===== config.mk =====
export PLATFORM = sky130hd
export DESIGN_NAME = gpio_bank_scheduler_flat
export DESIGN_NICKNAME = d
export VERILOG_FILES = /design/src/rtl/gpio_bank_scheduler_if.sv /design/src/rtl/gpio_bank_scheduler.sv /design/src/flat_wrapper.sv
export SDC_FILE = /design/constraint.sdc
export NUM_CORES = 1
export LEC_CHECK = 0
export ABC_AREA = 1
export ABC_CLOCK_PERIOD_IN_PS = 2700
export BUFFER_PORTS_ARGS = -buffer_cell sky130_fd_sc_hd__buf_2
export CORE_MARGIN = 4
export CORE_UTILIZATION = 30
export CTS_CLUSTER_DIAMETER = 30
export DETAILED_ROUTE_END_ITERATION = 12
export SYNTH_ARGS = -nofsm -noshare
export SYNTH_HDL_FRONTEND = slang
export SYNTH_SLANG_ARGS = --single-unit

===== constraint.sdc =====
create_clock -name clk -period 2.7 [get_ports clk]
set_input_delay 0.27 -clock clk [delete_from_list [all_inputs] [get_ports clk]]
set_output_delay 0.27 -clock clk [all_outputs]
set_load 0.005 [all_outputs]

===== src/rtl/gpio_bank_scheduler_if.sv =====
// Host register-access bus of the GPIO bank scheduler.
//   host_req   : request, held high by the host until host_ack
//   host_we    : 1 = write shadow[host_addr], 0 = read capture[host_addr]
//   host_addr  : bank index
//   host_wdata : shadow write data
//   host_ack   : one-cycle completion pulse
//   host_rdata : capture read data, valid in the ack cycle, held until next read ack
// master = host side, slave = scheduler side.
interface gpio_bank_scheduler_if #(
  parameter int WIDTH = 32,
  parameter int AW    = 2
);
  logic             host_req;
  logic             host_we;
  logic [AW-1:0]    host_addr;
  logic [WIDTH-1:0] host_wdata;
  logic             host_ack;
  logic [WIDTH-1:0] host_rdata;

  modport master (
    output host_req, host_we, host_addr, host_wdata,
    input  host_ack, host_rdata
  );

  modport slave (
    input  host_req, host_we, host_addr, host_wdata,
    output host_ack, host_rdata
  );
endinterface


===== src/rtl/gpio_bank_scheduler.sv =====
// Time-multiplexed controller for the banked fast-GPIO datapath.
// Keeps one shadow output word and one captured input word per bank and
// round-robin scans the banks (DRIVE the shadow word, then SAMPLE the input
// bank). Host accesses to shadow/capture are slotted in between banks, at
// most one HOST slot per bank, so neither the scan nor the host can starve.
// Ports:
//   clk, rstn   : clock, asynchronous active-low reset
//   scan_en     : level, 1 = keep scanning
//   host        : host access bus (slave modport)
//   pin_sel     : bank addressed on the pin bus
//   pin_wen     : load output bank pin_sel with pin_wdata at this edge
//   pin_wdata   : shadow[pin_sel] during DRIVE
//   pin_ren     : input bank pin_sel sampled this cycle
//   pin_rdata   : combinational input-bank value for pin_sel
//   scan_done   : one-cycle pulse after bank NBANK-1 has been captured
module gpio_bank_scheduler #(
  parameter int WIDTH = 32,
  parameter int NBANK = 4,
  parameter int AW    = 2
) (
  input  logic                 clk,
  input  logic                 rstn,
  input  logic                 scan_en,
  gpio_bank_scheduler_if.slave host,
  output logic [AW-1:0]        pin_sel,
  output logic                 pin_wen,
  output logic [WIDTH-1:0]     pin_wdata,
  output logic                 pin_ren,
  input  logic [WIDTH-1:0]     pin_rdata,
  output logic                 scan_done
);

  typedef enum logic [1:0] {IDLE, DRIVE, SAMPLE, HOST} state_t;

  state_t           state_reg, state_next;
  logic [AW-1:0]    bank_reg, bank_next;
  logic [WIDTH-1:0] shadow_reg  [NBANK];
  logic [WIDTH-1:0] capture_reg [NBANK];
  logic [WIDTH-1:0] host_rdata_reg, host_rdata_next;
  logic             scan_done_reg;

  logic [NBANK-1:0] addr_hit;
  logic [NBANK-1:0] bank_hit;
  logic             bank_wrap;
  logic [WIDTH-1:0] shadow_at_bank;
  logic [WIDTH-1:0] capture_at_addr;

  // One-hot decodes. An out-of-range host_addr hits no bank, which is what
  // makes such writes no-ops and such reads return 0.
  for (genvar gi = 0; gi < NBANK; gi++) begin : g_decode
    assign addr_hit[gi] = (host.host_addr == AW'(gi));
    assign bank_hit[gi] = (bank_reg == AW'(gi));
  end

  assign bank_wrap = (bank_reg == AW'(NBANK - 1));
  assign bank_next = bank_wrap ? '0 : bank_reg + AW'(1);

  always_comb begin
    shadow_at_bank  = '0;
    capture_at_addr = '0;
    for (int i = 0; i < NBANK; i++) begin
      if (bank_hit[i]) shadow_at_bank  = shadow_reg[i];
      if (addr_hit[i]) capture_at_addr = capture_reg[i];
    end
  end

  // ---------------- FSM: state register ----------------
  always_ff @(posedge clk or negedge rstn) begin
    if (!rstn) state_reg <= IDLE;
    else       state_reg <= state_next;
  end

  // ---------------- FSM: next state ----------------
  // DRIVE and HOST never go to HOST, so a host slot only ever follows a
  // completed SAMPLE (or IDLE): at most one host slot between banks.
  always_comb begin
    state_next = state_reg;
    case (state_reg)
      IDLE: begin
        if (host.host_req)  state_next = HOST;
        else if (scan_en)   state_next = DRIVE;
      end
      DRIVE:                state_next = SAMPLE;
      SAMPLE: begin
        if (host.host_req)  state_next = HOST;
        else if (scan_en)   state_next = DRIVE;
        else                state_next = IDLE;
      end
      HOST: begin
        if (scan_en)        state_next = DRIVE;
        else                state_next = IDLE;
      end
      default:              state_next = IDLE;
    endcase
  end

  // ---------------- FSM: outputs (decoded from registered state) ----------------
  always_comb begin
    pin_sel       = '0;
    pin_wen       = 1'b0;
    pin_ren       = 1'b0;
    pin_wdata     = '0;
    host.host_ack = 1'b0;
    case (state_reg)
      DRIVE: begin
        pin_sel   = bank_reg;
        pin_wen   = 1'b1;
        pin_wdata = shadow_at_bank;
      end
      SAMPLE: begin
        pin_sel = bank_reg;
        pin_ren = 1'b1;
      end
      HOST:    host.host_ack = 1'b1;
      default: ;
    endcase
  end

  assign host.host_rdata = host_rdata_reg;
  assign scan_done       = scan_done_reg;

  // Read data is latched on the edge entering HOST. When that edge also
  // closes the SAMPLE of the requested bank, the capture register is being
  // written at the same edge, so forward pin_rdata to return the new value.
  always_comb begin
    host_rdata_next = host_rdata_reg;
    if (state_next == HOST && !host.host_we) begin
      if (state_reg == SAMPLE && host.host_addr == bank_reg)
        host_rdata_next = pin_rdata;
      else
        host_rdata_next = capture_at_addr;
    end
  end

  always_ff @(posedge clk or negedge rstn) begin
    if (!rstn) begin
      bank_reg       <= '0;
      host_rdata_reg <= '0;
      scan_done_reg  <= 1'b0;
    end else begin
      host_rdata_reg <= host_rdata_next;
      scan_done_reg  <= (state_reg == SAMPLE) && bank_wrap;
      if (state_reg == SAMPLE) bank_reg <= bank_next;
    end
  end

  // Shadow words change only at the end of a HOST slot, so a DRIVE always
  // shows a whole word and a host write appears at the next DRIVE of that bank.
  always_ff @(posedge clk or negedge rstn) begin
    if (!rstn) begin
      for (int i = 0; i < NBANK; i++) begin
        shadow_reg[i]  <= '0;
        capture_reg[i] <= '0;
      end
    end else begin
      for (int i = 0; i < NBANK; i++) begin
        if (state_reg == SAMPLE && bank_hit[i])
          capture_reg[i] <= pin_rdata;
        if (state_reg == HOST && host.host_we && addr_hit[i])
          shadow_reg[i] <= host.host_wdata;
      end
    end
  end

endmodule


===== src/flat_wrapper.sv =====
// flat-port wrapper written by rule: the top's interface ports become plain ports
module gpio_bank_scheduler_flat 
#(
  parameter int WIDTH = 32,
  parameter int NBANK = 4,
  parameter int AW    = 2
)
  (clk, rstn, scan_en, pin_sel, pin_wen, pin_wdata, pin_ren, pin_rdata, scan_done, host_host_req, host_host_we, host_host_addr, host_host_wdata, host_host_ack, host_host_rdata);
  gpio_bank_scheduler_if #(.WIDTH(WIDTH), .AW(AW)) host_i ();
  input  logic clk;
  input  logic rstn;
  input  logic scan_en;
  output logic [AW-1:0] pin_sel;
  output logic pin_wen;
  output logic [WIDTH-1:0] pin_wdata;
  output logic pin_ren;
  input  logic [WIDTH-1:0] pin_rdata;
  output logic scan_done;
  input wire logic [$bits(host_i.host_req)-1:0] host_host_req;
  input wire logic [$bits(host_i.host_we)-1:0] host_host_we;
  input wire logic [$bits(host_i.host_addr)-1:0] host_host_addr;
  input wire logic [$bits(host_i.host_wdata)-1:0] host_host_wdata;
  output wire logic [$bits(host_i.host_ack)-1:0] host_host_ack;
  output wire logic [$bits(host_i.host_rdata)-1:0] host_host_rdata;
  assign host_i.host_req = host_host_req;
  assign host_i.host_we = host_host_we;
  assign host_i.host_addr = host_host_addr;
  assign host_i.host_wdata = host_host_wdata;
  assign host_host_ack = host_i.host_ack;
  assign host_host_rdata = host_i.host_rdata;
  gpio_bank_scheduler #(.WIDTH(WIDTH), .NBANK(NBANK), .AW(AW)) u_core (.clk(clk), .rstn(rstn), .scan_en(scan_en), .host(host_i), .pin_sel(pin_sel), .pin_wen(pin_wen), .pin_wdata(pin_wdata), .pin_ren(pin_ren), .pin_rdata(pin_rdata), .scan_done(scan_done));
endmodule

### After elaboration in Yosys (flattened, before gate mapping)

Index checks and enable logic that the tools add are counted.

* add/sub/neg operators: 1
* multipliers: 0
* div/mod/pow operators: 0
* order comparisons: 0
* eq/ne operators: 11
* shift operators: 0
* multiplexer cells: 20
* bitwise gates (word level): 0
* reduce and logical (&&, ||, !) cells: 16

Operators with widths (count)
* 32-bit two-way mux: 10
* 2-bit == test (second input constant): 7
* 1-bit logical AND: 11
* 2-bit two-way mux: 5
* 2-bit case mux with 4 select lines: 1
* 2-bit by 1-bit == test with 1-bit output (second input constant): 3
* 2-bit logical NOT: 3
* 1-bit two-way mux: 4
* 2-bit by 1-bit adder with 2-bit output (second input constant): 1
* 2-bit == test: 1
* 2-bit OR reduction: 1
* 1-bit logical NOT: 1

* register bits: 293
* bits in latches: 0
* RAM bits: 0
* ROM bits: 0
* input port bits: 71
* output and inout port bits: 70
* logic and storage cells: 60
* memories kept: 0

### Logic depth before layout (Yosys ltp)

Gate-level depths: netlist of run 1.

* depth in word-level cells: 6
* mapped depth: 12
* mapped depth without buffers: 11

### Worst setup path before layout of run 1

OpenSTA, ideal clock, no wires.

* path type: reg2out
* from: register u_core.bank_reg[0]
* to: output port pin_wdata[10]
* arrival: 1480 ps
* setup slack: 950 ps
* cell stages (with the launch flop): 9
* buffers on the path: 2
* cells stage by stage: dfrtp_1 > inv_1 > ha_1 > clkbuf_1 > clkbuf_1 > a21oi_1 > nand2_1 > o21ai_0 > a21oi_1

* cells in the longest elaborated chain, start to end: 6
* elaborated cells on any way between the ends: 9

RTL lines
* from (decl): RTL line gpio_bank_scheduler.sv:36 `logic [AW-1:0] bank_reg, bank_next;`
* from (signal assigned): RTL line gpio_bank_scheduler.sv:143 `if (state_reg == SAMPLE) bank_reg <= bank_next;`
* 2-bit logical NOT: RTL line gpio_bank_scheduler.sv:52 `assign bank_hit[gi] = (bank_reg == AW'(gi));`
* 32-bit two-way mux (3 in a row): RTL line gpio_bank_scheduler.sv:62 `if (bank_hit[i]) shadow_at_bank = shadow_reg[i];`
* 32-bit two-way mux (*): RTL line gpio_bank_scheduler.sv:62
* 32-bit two-way mux (*): RTL line gpio_bank_scheduler.sv:104 `case (state_reg)`
* to (decl): RTL line flat_wrapper.sv:15 `output logic [WIDTH-1:0] pin_wdata;`

Every way passes the cells marked *; elsewhere a longest branch is shown, timed or not.

### Worst setup path in the final report of run 1

* from: register u_core.bank_reg[1]
* to: output port pin_wdata[16]

The elaborated chain is that of the path after synthesis.

==> metrics.txt, run 1 <==
status completed; Initial Util 30.60%; most frequent cells in the layout 431 x nand2_1, 304 x o21ai_0, 292 x dfrtp_1; Synth top area share between 50 and 60%; DIE AREA between 40,000 and 50,000 µm²; max_slew headroom 52.55%; Hold Crit Depth 3; Post-synth EDFFs 0; Yosys Warn Count 0; Clock Pin Slew Worst Setup and Hold Paths 0.04 ns; # IOs 141; Final Slew Violations 0; Synth Register Bits 293; Final Skew around 0.015 ns; I/O Buffers 140; reg2reg start u_core.state_reg[0]$_DFF_PN0_; placed cell count 2,241; Synth async-reset ratio 100.0%; CTS H-tree depth 3; first drt pass iteration count 7; CTS tree yes; maximum VDD drop around 950 µV; global placer's final weighted congestion roughly 0.85; Tcrit/Tclk final 94.28%; CP Launch Type register; drt wl/cell ~16 µm; Min-Delay Path Class input port to register; Slew @ Worst Pin 0.7117 ns; Worst-Skew Late Latency 0.58 ns; GRT Overall Usage 16.67%; P_leak 0.008714 µW; Cells after Synth 1,592; Worst EP required 2.43 ns; setup TNS 0 ns; Post-DP HPWL 23,150 µm; Syn Area/Cell 8.336 µm²; Comb power frac 27.1%; Layout Nets 1,846; reg2reg path depth 9; num rows 76; worst r2r dst u_core.host.host_rdata[26]$_DFFE_PN0P_; Crit. End Element output pin; die width between 200 and 250 µm; largest net degree at the start of global routing 81; final hold slack approximately 0.021 ns; PD cells 1350 nW/µm²; endpoints failing setup 0; number of fill cells 4,308; number of nets still failing antenna checks after routing 0; FF-to-FF setup slack 0.69 ns; vias in the first global route 11,940; part of the power in registers about a third; fmax 392.8 MHz; first-pass GRT wire length 64,160 µm; clock buffer count from CTS about 80; Syn Std Cell Area ~13,000 µm²; Root Buffer clkbuf_16; RSZ-0062 raised after global routing false; total gr overflow 0; worst hold start host_host_wdata[25]; clock buffer depth 3; top post-synthesis cells by area dfrtp_1 55%, nand2_1 12%, o21ai_0 11%; total power 24,000 µW; Yosys top cell by area dfrtp_1; Worst Path Arrival 2.28 ns; core outline area 43,360 µm²; Final Critical Period 2.546 ns; Die Ht 218.3 µm; DR iter-0 viols 945; initial antenna violation count 5; Worst Path Max Fanout 32; commonest non-fill, non-tap cell in the layout nand2_1; Psw 7986 µW; Int Pwr 16,010 µW; Area Overhead vs Synth 33.95%; via-per-instance ratio approximately 4.8; critical path class register to output pin; Sink Count 293; count of maximum capacitance violations 0; share of cells above drive strength 1 18.58%; Routed Wire Length 39,420 µm; Synth Flop Type dfrtp_1; sw frac 33.28%; non-filler instance count after layout around 2,400; Synthesized Nets 1,672; DR vias roughly 12,000; DRC Markers 0; Cell variety after synth 25; share of total power in the clock network 40.2%; Final Hold Fails 0; sequential share of the synthesized area 55.25%; Hold Path End u_core.shadow_reg[89]$_DFFE_PN0P_
## cells in the mapped netlist, types with 2 or more instances
library cell  instances
nand2_1             435
o21ai_0             304
dfrtp_1             293
nand3_1             162
a21oi_1              96
inv_1                84
clkbuf_1             63
buf_2                34
nor2_1               33
or2_1                30
o21ai_1              19
ha_1                  9
buf_4                 8
clkbuf_2              5
nand2_2               3
nor2_4                3
buf_6                 2
or2_2                 2
## power groups by stage
stage	logic, µW	clock network (µW)	registers, µW
after floorplan	4230	0	7550
after global placement	6160	0	7780
after detailed placement	6380	0	7820
after CTS	6480	9800	7820
after global routing	7500	10100	8100
final	6510	9640	7840
## how the worst max path moves through the flow
stage | from | to | cells past startpoint
finish | u_core.bank_reg[1]$_DFFE_PN0N_ | pin_wdata[16] | 8
detailed placement | u_core.bank_reg[1]$_DFFE_PN0N_ | u_core.capture_reg[94]$_DFFE_PN0P_ | 7
floorplan | u_core.bank_reg[0]$_DFFE_PN0N_ | pin_wdata[10] | 8
global route | u_core.bank_reg[1]$_DFFE_PN0N_ | pin_wdata[27] | 8
global placement | host_host_addr[0] | u_core.host.host_rdata[0]$_DFFE_PN0P_ | 8
CTS | u_core.bank_reg[1]$_DFFE_PN0N_ | pin_wdata[12] | 9
## critical path: stages (launching register included)
cell and delay [ns]:
dfrtp_2 0.45, inv_1 0.12, ha_2 0.23, buf_12 0.22, nand3_1 0.11, nand2_1 0.08
o21ai_0 0.10, a21oi_2 0.23, buf_2 0.15
## metrics by stage
stage                     util [%]  area, µm²  setup WS (ns)
final                        40.99      17780         0.1545
after floorplan                  -      13270         0.9497
after detailed placement     33.75      14630         0.6014
after global placement       33.75      14630         0.6375
after global routing         40.99      17770       0.009451
after CTS                    40.88      17720        0.02070
## logic make-up after synthesis
logic type | after synthesis | share of synthesized area [%]
flip-flops | 293 | 55.25
AO/OA/AOI/OAI | 419 | 15.80
XOR/XNOR | 1 | 0.1226
adder cells (fa/ha/maj) | 9 | 0.8486
AND/OR/NAND/NOR | 672 | 21.67
buffers and inverters | 198 | 6.308
## metal layers
layer	wire length (µm)	part of all wire (%)	vias up	GRT usage (%)
met1	18070	46	5609	22.28
met3	2824	7.2	62	5.103
met2	17730	45	385	26.25
met5	27	0.068	-	0
met4	769	2.0	4	4.824
li1	-	-	5621	-
## layout make-up
class / count / area, µm² / share of cell area (%)
antenna: 2 / 5.005 / 0.02816
clock inverter: 41 / 530.5 / 2.984
timing repair buffer: 207 / 1469 / 8.264
multi-input combinational: 1101 / 5127 / 28.84
clock buffer: 103 / 2260 / 12.71
inverter: 85 / 319.1 / 1.795
tap: 585 / 732.0 / 4.118
sequential: 293 / 7333 / 41.25
## repair_timing
action,4_1_cts,5_1_grt
setup buffers,0,0
endpoints found under the hold margin,131,0
hold buffers,29,0
cloned,0,1
pin swaps,0,1
gates resized for setup,3,9
endpoints found under the setup margin,2,19
(Power assumes the default switching activity.)
==> inputs of run 2 (changes only) <==
- REMOVE_ABC_BUFFERS: unset -> 1
==> run 2 against run 1 <==
  * Clock power decreased by 20%
  * Power decreased by 7.6%
  * Flip-flop and latch count unchanged
  * Count of clock-buffer cells in the layout decreased by 28
  * Non-clock buffer count decreased by 4
  * Sequential share of layout area increased by 1.5 points
  * Sequential power about the same
  * Wire length decreased by 2.7%
  * Cell count decreased by 1.6%
  * Highest routed layer is now met4
==> metrics.txt, run 2 (synthesized netlist as in run 1, its figures left out) <==
global placer's final weighted congestion 0.7969 (-6.6%); CP Launch Type register; via-per-instance ratio 4.826 (-0.13%); max incr delay on CP 0.43 ns (-0.02 ns); Clock Pin Slew Worst Setup and Hold Paths 0.05 ns (about the same); Int Pwr 14,550 µW (-9.1%); part of the power in registers 35.3% (+2.6 points); most frequent cells in the layout 431 x nand2_1, 304 x o21ai_0, 292 x dfrtp_1; PD cells 1292 nW/µm² (-4.3%); Worst Path Arrival 2.28 ns (about the same); max_slew headroom 47.73% (-4.8 points); endpoints failing setup 0 (unchanged); Root Buffer clkbuf_16; commonest non-fill, non-tap cell in the layout nand2_1; Comb power frac 29.8% (+2.7 points); Initial Util 30.60% (unchanged); CP top delay family buffers and inverters; Crit. End Element output pin; Worst-Skew Late Latency 0.59 ns (about the same); first drt pass iteration count 5 (-2); number of fill cells 4,349 (+0.95%); CP max-delay cell dfrtp_2; fmax 391.5 MHz (-0.35%); vias in the first global route 11,420 (-4.3%); CTS tree yes; DRC Markers 0 (unchanged); first-pass GRT wire length 61,780 µm (-3.7%); clock buffer depth 3 (unchanged); DIE AREA 47,660 µm² (unchanged); status completed; I/O Buffers 140 (unchanged); Psw 7629 µW (-4.5%); Sequential Area 7333 µm² (unchanged); maximum VDD drop 526.1 µV (-44%); GRT Overall Usage 15.85% (-0.82 points); DR iter-0 viols 790 (-16%); Final Skew 0.02016 ns (+0.005497 ns); total gr overflow 0 (unchanged); # IOs 141 (unchanged); clock buffer count from CTS 60 (-23%); Layout Nets 1,824 (-1.2%); critical path class register to output pin; num rows 76 (unchanged); Most Frequent Cell on Critical Path a21oi_1; Routed Wire Length 38,370 µm (-2.7%); Final Hold Fails 0 (unchanged); largest net degree at the start of global routing 75 (-7.4%); setup TNS 0 ns (unchanged); Sink Count 293 (unchanged); die width 218.3 µm (unchanged); core outline area 43,360 µm² (unchanged); CP bufs+invs 3 (unchanged); critical-path cell list inv_1 > ha_1 > buf_6 > a21oi_1 > nand2_1 > o21ai_0 > a21oi_1 > buf_2; CTS H-tree depth 2 (-1); reg2reg start u_core.state_reg[1]$_DFF_PN0_; P_leak 0.008391 µW (-3.7%); Min-Delay Path Class input port to register; CP Launch Point u_core.bank_reg[1]$_DFFE_PN0N_; Final Critical Period 2.554 ns (+0.008868 ns); Post-DP HPWL 22,220 µm (-4.0%); multi-input logic area 5140 µm² (+0.24%); Worst EP required 2.43 ns (about the same); share of total power in the clock network 34.9% (-5.3 points); number of nets still failing antenna checks after routing 0 (unchanged); Final Slew Violations 0 (unchanged); drt wl/cell 16.13 µm (-1.1%); DR vias 11,480 (-1.7%); worst hold start pin_rdata[11]; Die Ht 218.3 µm (unchanged); Area Overhead vs Synth 29.31%; Util after Layout 39.57% (-1.4 points); share of cells above drive strength 1 17.22% (-1.4 points); Slew @ Worst Pin 0.7841 ns (+0.07233 ns); Worst Path Max Fanout 20 (-38%); initial antenna violation count 0 (-5); RSZ-0062 raised after global routing false; Tcrit/Tclk final 94.61% (+0.33 points); count of maximum capacitance violations 0 (unchanged); sw frac 34.40% (+1.1 points); Antenna diodes 0 (-2)
[run 2: cell types whose count changed in the layout (fill, tap and decap cells not counted), moves of 5 or more]
| cell | previous run | this run |
|---|---|---|
| dlygate4sd3_1 | 29 | 24 |
| clkbuf_8 | 15 | 8 |
| clkbuf_16 | 82 | 64 |
| clkinv_2 | 18 | 12 |
[run 2: final timing paths]
path | end | slack, ns | cells past startpoint
setup reg to reg | u_core.shadow_reg[46]$_DFFE_PN0P_ | 0.54 | 5
hold reg to reg | u_core.host.host_rdata[10]$_DFFE_PN0P_ | 0.47 | 2
setup / recovery | pin_wdata[17] | 0.15 | 8
hold / removal | u_core.capture_reg[107]$_DFFE_PN0P_ | 0.02 | 3
min in group asynchronous | u_core.shadow_reg[4]$_DFFE_PN0P_ | 0.26 | 2
max in group asynchronous | u_core.host.host_rdata[14]$_DFFE_PN0P_ | 1.64 | 3
[run 2: stage by stage]
step | total power, µW | cells | cell area [µm²] | worst slack, ns | hold WS, ns
CTS | 22110 | 2373 | 17020 | 0.008393 | 0.001806
finish | 22180 | 2379 | 17160 | 0.1456 | 0.01866
global placement | 13950 | 2236 | 14600 | 0.5716 | 0.2843
global route | 23830 | 2379 | 17160 | 0.01496 | 0.02812
detailed placement | 14200 | 2236 | 14600 | 0.5608 | 0.2822
floorplan | 11520 | 1479 | 12750 | 0.09779 | -0.02559
[run 2: per-layer routing]
metal	global-route usage (%)	part of all wire, %
met4	5.582	2.3
met3	2.920	4.9
met5	0	0
met2	26.16	48
met1	20.98	45
[run 2: cell type report]
type / instances / area share [%]
Sequential cell: 293 / 42.73
Multi-Input combinational cell: 1101 / 29.95
Clock buffer: 75 / 9.668
Timing Repair Buffer: 203 / 8.524
Tap cell: 585 / 4.265
Clock inverter: 37 / 2.975
Inverter: 85 / 1.881
[run 2: tightest hold or removal path, stage by stage]
cell,delay [ns]
buf_2,0.08
inv_1,0.07
o21ai_0,0.15
[run 2: what timing repair did]
item	4_1_cts	5_1_grt
gates cloned	0	3
hold buffers	24	0
resized for setup	3	11
buffers inserted	1	3
setup endpoints to repair	3	18
hold endpoints to repair	101	0
pin swaps	0	0
[run 2: power groups by stage]
| stage | registers (µW) | clock network (µW) | logic [µW] |
|---|---|---|---|
| 2_1_floorplan | 7560 | 0 | 3970 |
| 3_3_place_gp | 7750 | 0 | 6200 |
| 3_5_place_dp | 7830 | 0 | 6370 |
| 4_1_cts | 7800 | 7870 | 6450 |
| 5_1_grt | 8080 | 8120 | 7630 |
| 6_report | 7820 | 7740 | 6620 |
